==> src/rtl/im_data_streamer.sv <==
// im_data_streamer: streams a CSR-described memory region into one IM port as lowdim addresses or highdim HVs
module im_data_streamer #(
  parameter int HVDimension   = 512,
  parameter int ImAddrWidth   = 32,
  parameter int MemDataWidth  = 64,
  parameter int MemAddrWidth  = 32,
  parameter int RspFifoDepth  = 4,
  parameter int NumItemsWidth = 16
) (
  input  logic                     clk_i,
  input  logic                     rst_ni,
  input  logic                     clr_i,
  input  logic                     start_i,
  input  logic                     mode_highdim_i,
  input  logic [MemAddrWidth-1:0]  base_addr_i,
  input  logic [MemAddrWidth-1:0]  stride_i,
  input  logic [NumItemsWidth-1:0] num_items_i,
  output logic                     busy_o,
  output logic                     done_o,
  output logic [MemAddrWidth-1:0]  mem_req_addr_o,
  output logic                     mem_req_valid_o,
  input  logic                     mem_req_ready_i,
  input  logic [MemDataWidth-1:0]  mem_rsp_data_i,
  input  logic                     mem_rsp_valid_i,
  output logic [ImAddrWidth-1:0]   lowdim_data_o,
  output logic [HVDimension-1:0]   highdim_data_o,
  output logic                     data_valid_o,
  input  logic                     data_ready_i
);
  localparam int NumBeats = HVDimension / MemDataWidth;
  localparam int BW = NumBeats > 1 ? $clog2(NumBeats) : 1;
  localparam int CW = $clog2(RspFifoDepth + 1);
  localparam int PW = $clog2(RspFifoDepth);

  typedef enum logic [1:0] {IDLE, RUN, DRAIN} state_e;
  state_e state, state_nxt;

  logic                     mode, zero_done;
  logic [MemAddrWidth-1:0]  stride, item_addr;
  logic [NumItemsWidth-1:0] num, req_item, out_item;
  logic [BW-1:0]            req_beat, asm_beat;
  logic [CW-1:0]            outstanding, outstanding_nxt, discard, fifo_count;
  logic [PW-1:0]            rd_ptr, wr_ptr;
  logic [MemDataWidth-1:0]  fifo_mem [RspFifoDepth];
  logic [MemDataWidth-1:0]  beat_data;
  logic [HVDimension-1:0]   asm_hv, out_data, item;
  logic start_ok, req_fire, req_last, req_done_last, rsp_take, beat_avail;
  logic asm_last, can_load, pop, fifo_pop, push, hs, last_hs;

  assign start_ok        = state == IDLE && start_i && outstanding == '0 && !clr_i;
  assign req_fire        = mem_req_valid_o && mem_req_ready_i;
  assign req_last        = !mode || req_beat == BW'(NumBeats - 1);
  assign req_done_last   = req_fire && req_last && req_item == num - NumItemsWidth'(1);
  assign outstanding_nxt = outstanding + CW'(req_fire) - CW'(mem_rsp_valid_i);
  assign mem_req_addr_o  = item_addr + MemAddrWidth'(req_beat);
  // Beats bypass an empty FIFO so a response can land in the output register next cycle
  assign rsp_take   = mem_rsp_valid_i && discard == '0;
  assign beat_avail = fifo_count != '0 || rsp_take;
  assign beat_data  = fifo_count != '0 ? fifo_mem[rd_ptr] : mem_rsp_data_i;
  assign asm_last   = !mode || asm_beat == BW'(NumBeats - 1);
  assign can_load   = !data_valid_o || data_ready_i;
  assign pop        = beat_avail && (!asm_last || can_load);
  assign fifo_pop   = pop && fifo_count != '0;
  assign push       = rsp_take && !(pop && fifo_count == '0);
  assign hs         = data_valid_o && data_ready_i;
  assign last_hs    = hs && out_item == num - NumItemsWidth'(1);

  assign lowdim_data_o  = mode ? '0 : out_data[ImAddrWidth-1:0];
  assign highdim_data_o = mode ? out_data : '0;

  always_comb begin
    item = asm_hv;
    item[asm_beat*MemDataWidth +: MemDataWidth] = beat_data;
  end

  always_ff @(posedge clk_i or negedge rst_ni)
    if (!rst_ni) state <= IDLE;
    else state <= state_nxt;

  always_comb
    state_nxt = clr_i                                           ? IDLE  :
                (start_ok && num_items_i != '0)                 ? RUN   :
                (state == RUN && req_done_last)                 ? DRAIN :
                (state == DRAIN && last_hs)                     ? IDLE  : state;

  always_comb begin
    busy_o          = state != IDLE;
    done_o          = !clr_i && (zero_done || (state == DRAIN && last_hs));
    mem_req_valid_o = state == RUN &&
                      (CW+1)'(fifo_count) + (CW+1)'(outstanding) < (CW+1)'(RspFifoDepth);
  end

  always_ff @(posedge clk_i)
    if (push && !clr_i) fifo_mem[wr_ptr] <= mem_rsp_data_i;

  always_ff @(posedge clk_i or negedge rst_ni)
    if (!rst_ni) begin
      mode         <= 1'b0;
      zero_done    <= 1'b0;
      stride       <= '0;
      item_addr    <= '0;
      num          <= '0;
      req_item     <= '0;
      out_item     <= '0;
      req_beat     <= '0;
      asm_beat     <= '0;
      outstanding  <= '0;
      discard      <= '0;
      fifo_count   <= '0;
      rd_ptr       <= '0;
      wr_ptr       <= '0;
      asm_hv       <= '0;
      out_data     <= '0;
      data_valid_o <= 1'b0;
    end else begin
      outstanding <= outstanding_nxt;
      zero_done   <= start_ok && num_items_i == '0;
      if (clr_i) begin
        // In-flight responses must still be swallowed after a clear
        discard      <= outstanding_nxt;
        fifo_count   <= '0;
        rd_ptr       <= '0;
        wr_ptr       <= '0;
        asm_beat     <= '0;
        asm_hv       <= '0;
        out_data     <= '0;
        req_beat     <= '0;
        req_item     <= '0;
        out_item     <= '0;
        data_valid_o <= 1'b0;
      end else begin
        if (mem_rsp_valid_i && discard != '0) discard <= discard - CW'(1);
        if (req_fire) begin
          req_beat <= req_last ? '0 : req_beat + BW'(1);
          if (req_last) begin
            item_addr <= item_addr + stride;
            req_item  <= req_item + NumItemsWidth'(1);
          end
        end
        if (push) wr_ptr <= wr_ptr == PW'(RspFifoDepth - 1) ? '0 : wr_ptr + PW'(1);
        if (fifo_pop) rd_ptr <= rd_ptr == PW'(RspFifoDepth - 1) ? '0 : rd_ptr + PW'(1);
        fifo_count <= fifo_count + CW'(push) - CW'(fifo_pop);
        if (pop) begin
          asm_beat <= asm_last ? '0 : asm_beat + BW'(1);
          if (!asm_last) asm_hv <= item;
        end
        if (pop && asm_last) begin
          out_data     <= item;
          data_valid_o <= 1'b1;
        end else if (hs) data_valid_o <= 1'b0;
        if (hs) out_item <= out_item + NumItemsWidth'(1);
        if (start_ok) begin
          mode      <= mode_highdim_i;
          item_addr <= base_addr_i;
          stride    <= stride_i;
          num       <= num_items_i;
          req_item  <= '0;
          req_beat  <= '0;
          out_item  <= '0;
        end
      end
    end

  always_ff @(posedge clk_i)
    if (rst_ni && !clr_i && push) assert (fifo_count < CW'(RspFifoDepth));
endmodule

==> config.mk <==
export PLATFORM = sky130hd
export DESIGN_NAME = im_data_streamer
export DESIGN_NICKNAME = d
export VERILOG_FILES = /design/src/rtl/im_data_streamer.sv
export SDC_FILE = /design/constraint.sdc
export NUM_CORES = 2
export LEC_CHECK = 0
export CORE_ASPECT_RATIO = 1.75
export CORE_UTILIZATION = 50
export CTS_CLUSTER_DIAMETER = 120
export DETAILED_ROUTE_END_ITERATION = 16
export GPL_ROUTABILITY_DRIVEN = 0
export PLACE_DENSITY = 0.84
export SYNTH_ARGS = -nofsm -noshare
export SYNTH_HDL_FRONTEND = slang
export SYNTH_SLANG_ARGS = --single-unit
==> constraint.sdc <==
create_clock -name clk_i -period 5.03 [get_ports clk_i]
set_input_delay 1.006 -clock clk_i [delete_from_list [all_inputs] [get_ports clk_i]]
set_output_delay 1.006 -clock clk_i [all_outputs]
set_load 0.05 [all_outputs]
==> impl_metrics.tcl <==
set metrics [dict create \
    status "completed" \
    synthToLayoutAreaGrowth_pct 19.1 \
    ant_nets 0 \
    synth_top_area_share_pct 42.8 \
    synth.mux.area_fraction_pct 5.30 \
    finalMaxSlewViolations 0 \
    io_buffer_count 731 \
    critical_path.top_delay_family "simple AND/OR/NAND/NOR gates" \
    powerDensity_mw_per_mm2 457 \
    std_cell_rows 178 \
    synthTopCellsByArea "dfrtp_1 43%, edfxtp_1 11%, o31ai_1 7.1%" \
    cp_data_arrival_time_ns 3.99 \
    clk_path_buf_depth 3 \
    hp-class "primary input to async pin" \
    required_ns 4.02 \
    fin_crit_ns 5.00 \
    dp_hpwl_um 136000 \
    num_io_pins 732 \
    clock_skew_ns 0.0288 \
    dieWidth_um 280 \
    synth_cell_types 70 \
    syn_nets 6965 \
    timing.final.crit_share_pct 99.4 \
    ir_worst_vdd_mv 0.458 \
    clkPwrFrac_pct 27.5 \
    synth_top_family_by_area "simple AND/OR/NAND/NOR gates" \
    clkSlewWorstSetupHoldPaths_ns 0.07 \
    initial_core_util_pct 50.4 \
    routedWlPerCell_um 22.8 \
    first_pass_iters 7 \
    cts_made_buffers 118 \
    dieArea_mm2 0.137 \
    grt_max_degree 227 \
    combPwrFrac_pct 35.5 \
    synth_area_leader_cell "dfrtp_1" \
    cap_violations 0 \
    drc 0 \
    cp-start-kind "register" \
    antenna_found_initial 18 \
    clock_latency_ns 0.75 \
    slowest_delay_ns 0.62 \
    vias 54700 \
    synthFlopType "dfrtp_1" \
    grt_pass1_wl_um 312000 \
    vias_per_cell 6.08 \
    setup-violations-final 0 \
    synth_edf_count 256 \
    synthArstFlopShare_pct 81.9 \
    synth_compound_area_share_pct 15.8 \
    worst_pin_slew_ns 1.20 \
    final-hold-violation-count 0 \
    slew-limit-headroom_pct 20.0 \
    utilization_pct 60.0 \
    ys_ff_latch 1416 \
    root_buffer "clkbuf_16" \
    drive_gt1_share_pct 8.38 \
    yosysWarnings 0 \
    yosys.area_share.adder_pct 1.19 \
    ys_seq_area_share_pct 54.2 \
    overflow 0 \
    worstSetupPathType "register to output pin" \
    preCtsSetupSlack_ns 0.516 \
    cp_slowest_cell "or4_1" \
    grt_pass1_vias 53600 \
    synth_cells 6751 \
    cts_num_sinks 1416 \
    netlist_area_mm2 0.0678 \
    drt_wl_total_um 206000 \
    cp_cell_sequence "inv_1 -> ha_1 -> nand3b_1 -> nor4_4 -> nor2b_1 -> xnor2_1 -> xor2_1 -> nand4_1 -> or4_1 -> a21oi_1 -> buf_4" \
    avgSynthCellArea_um2 10.0 \
    synth-simple-area-share_pct 17.9 \
    p_switching_w 0.0143 \
    seqPwrFrac_pct 37.0 \
    cts_tree "built" \
    drt_iter0_markers 6285 \
    timing.fmax_mhz 200 \
    worst-path-max-fanout 4 \
    grtUsageTotal_pct 29.5 \
    fin_nets 7292 \
    die_y_um 489 \
    layout_setup_ws_ns 0.0311 \
    crit_buf_inv 2 \
    synth-xor-area-share_pct 1.62 \
    core-area_mm2 0.135 \
    rsz0062_at_grt "true" \
    p_sw_share_pct 38.9 \
    h-tree-depth 3 \
    total_power_w 0.0369 \
    cp-end-kind "output pin" \
    power.leakage_nw 32.2 \
    p_int_w 0.0225 \
]
power by group through the flow:
stage               clock [W]  combinational [W]  sequential [W]
global route           0.0106             0.0139          0.0137
detailed placement          0             0.0129          0.0138
finish                 0.0101             0.0131          0.0136
floorplan                   0            0.00917          0.0132
CTS                    0.0102             0.0130          0.0136
global placement            0             0.0125          0.0137
worst paths after layout:
path / startpoint / end / slack (ns) / cells past startpoint
worst min register to register: out_data[137] / out_data[137] / 0.47 / 2
worst max-delay path: num[0] / done_o / 0.03 / 11
max in group asynchronous: rst_ni / asm_hv[400] / 3.38 / 3
worst max register to register: asm_beat[0] / asm_hv[474] / 1.05 / 10
worst min-delay path: rst_ni / asm_hv[140] / 0.15 / 1
min in group clk_i: out_data[137] / out_data[137] / 0.47 / 2
layer usage:
| layer | track usage (%) | wire [um] | up-vias |
|---|---|---|---|
| met3 | 7.70 | 21100 | 623 |
| met4 | 16.1 | 11400 | 16 |
| met1 | 36.7 | 76900 | 26700 |
| met5 | 0 | 121 | - |
| li1 | - | - | 24400 |
| met2 | 46.9 | 95900 | 2902 |
area by class of cell:
type,instances,area [um2]
clock inverter,63,920
tap,1800,2250
inverter,30,113
clock buffer,162,3350
timing repair buffer,860,8820
multi-input combinational,4652,28500
antenna,12,30.0
fill,10500,53800
sequential,1416,36700
cells by family (layout without fill, tap and decap cells):
| family | Yosys count | after routing |
|---|---|---|
| fa+ha+maj | 62 | 62 |
| buf+inv | 683 | 1115 |
| compound gates | 1668 | 1668 |
| xor+xnor | 125 | 125 |
| simple gates | 2534 | 2534 |
| flops | 1416 | 1416 |
| other cells | 0 | 12 |
| mux | 263 | 263 |
synth_stat cells, types with 7 or more instances:
cell and instances:
or3_1 15, o31ai_1 642, a22o_1 64, ha_1 58
nand2_1 1146, nand2b_1 11, nor3_1 398, a211oi_1 68
clkbuf_1 505, a31oi_1 17, mux2i_1 70, a21o_1 16
nand4_1 16, nor2_1 155, o22ai_1 7, xnor2_1 69
buf_4 9, buf_2 87, nor4_1 9, and3_1 17
inv_1 30, or2_1 55, dfrtp_1 1160, mux4_2 64
nand3_1 43, or2_0 50, o21a_1 68, or2_2 29
mux2_2 129, o21ai_0 294, and2_1 522, xor2_1 56
edfxtp_1 256, a21oi_1 464, buf_1 50, nor2b_1 41
timing repair:
| item | in CTS | in global routing |
|---|---|---|
| cloned | 0 | 0 |
| setup buffers | 0 | 2 |
| endpoints found under the hold margin | 0 | 0 |
| gates resized for setup | 13 | 12 |
| hold buffers | 0 | 0 |
| pin swaps | 0 | 0 |
| setup endpoints to repair | 11 | 13 |
sequential cells by signal (all words and copies together), names as in the netlist, 16 cells and up:
register   count
out_data     512
fifo_mem     256
out_item      16
asm_hv       512
num           16
stride        32
req_item      16
item_addr     32
layout by cell type (no fill, tap or decap), types with 17 or more instances in the layout:
cell type / n
xor2_1: 56
or2_0: 50
or2_2: 29
o31ai_1: 642
bufinv_16: 20
nand3_1: 40
clkbuf_1: 23
mux2i_1: 70
nor2b_1: 41
edfxtp_1: 256
nor2_1: 150
nand2_1: 1141
mux2_2: 129
o21ai_0: 293
inv_1: 30
clkbuf_8: 19
a22o_1: 64
ha_1: 57
dfrtp_1: 1157
xnor2_1: 68
mux4_2: 64
buf_4: 90
a21oi_1: 463
clkinv_2: 22
clkdlybuf4s50_1: 713
or2_1: 55
a211oi_1: 68
and2_1: 518
o21a_1: 68
buf_12: 44
clkbuf_16: 120
nor3_1: 397
and3_1: 17
metrics by stage:
stage               hold WS [ns]  cells  setup TNS (ns)  area [um2]
CTS                        0.105   8981               0       80700
global route               0.144   8991          -0.134       80700
global placement           0.452   8756               0       76400
floorplan                  0.441   6751               0       67800
finish                     0.151   8995               0       80700
detailed placement         0.461   8756               0       76400
Power figures use the tool's default switching activity.
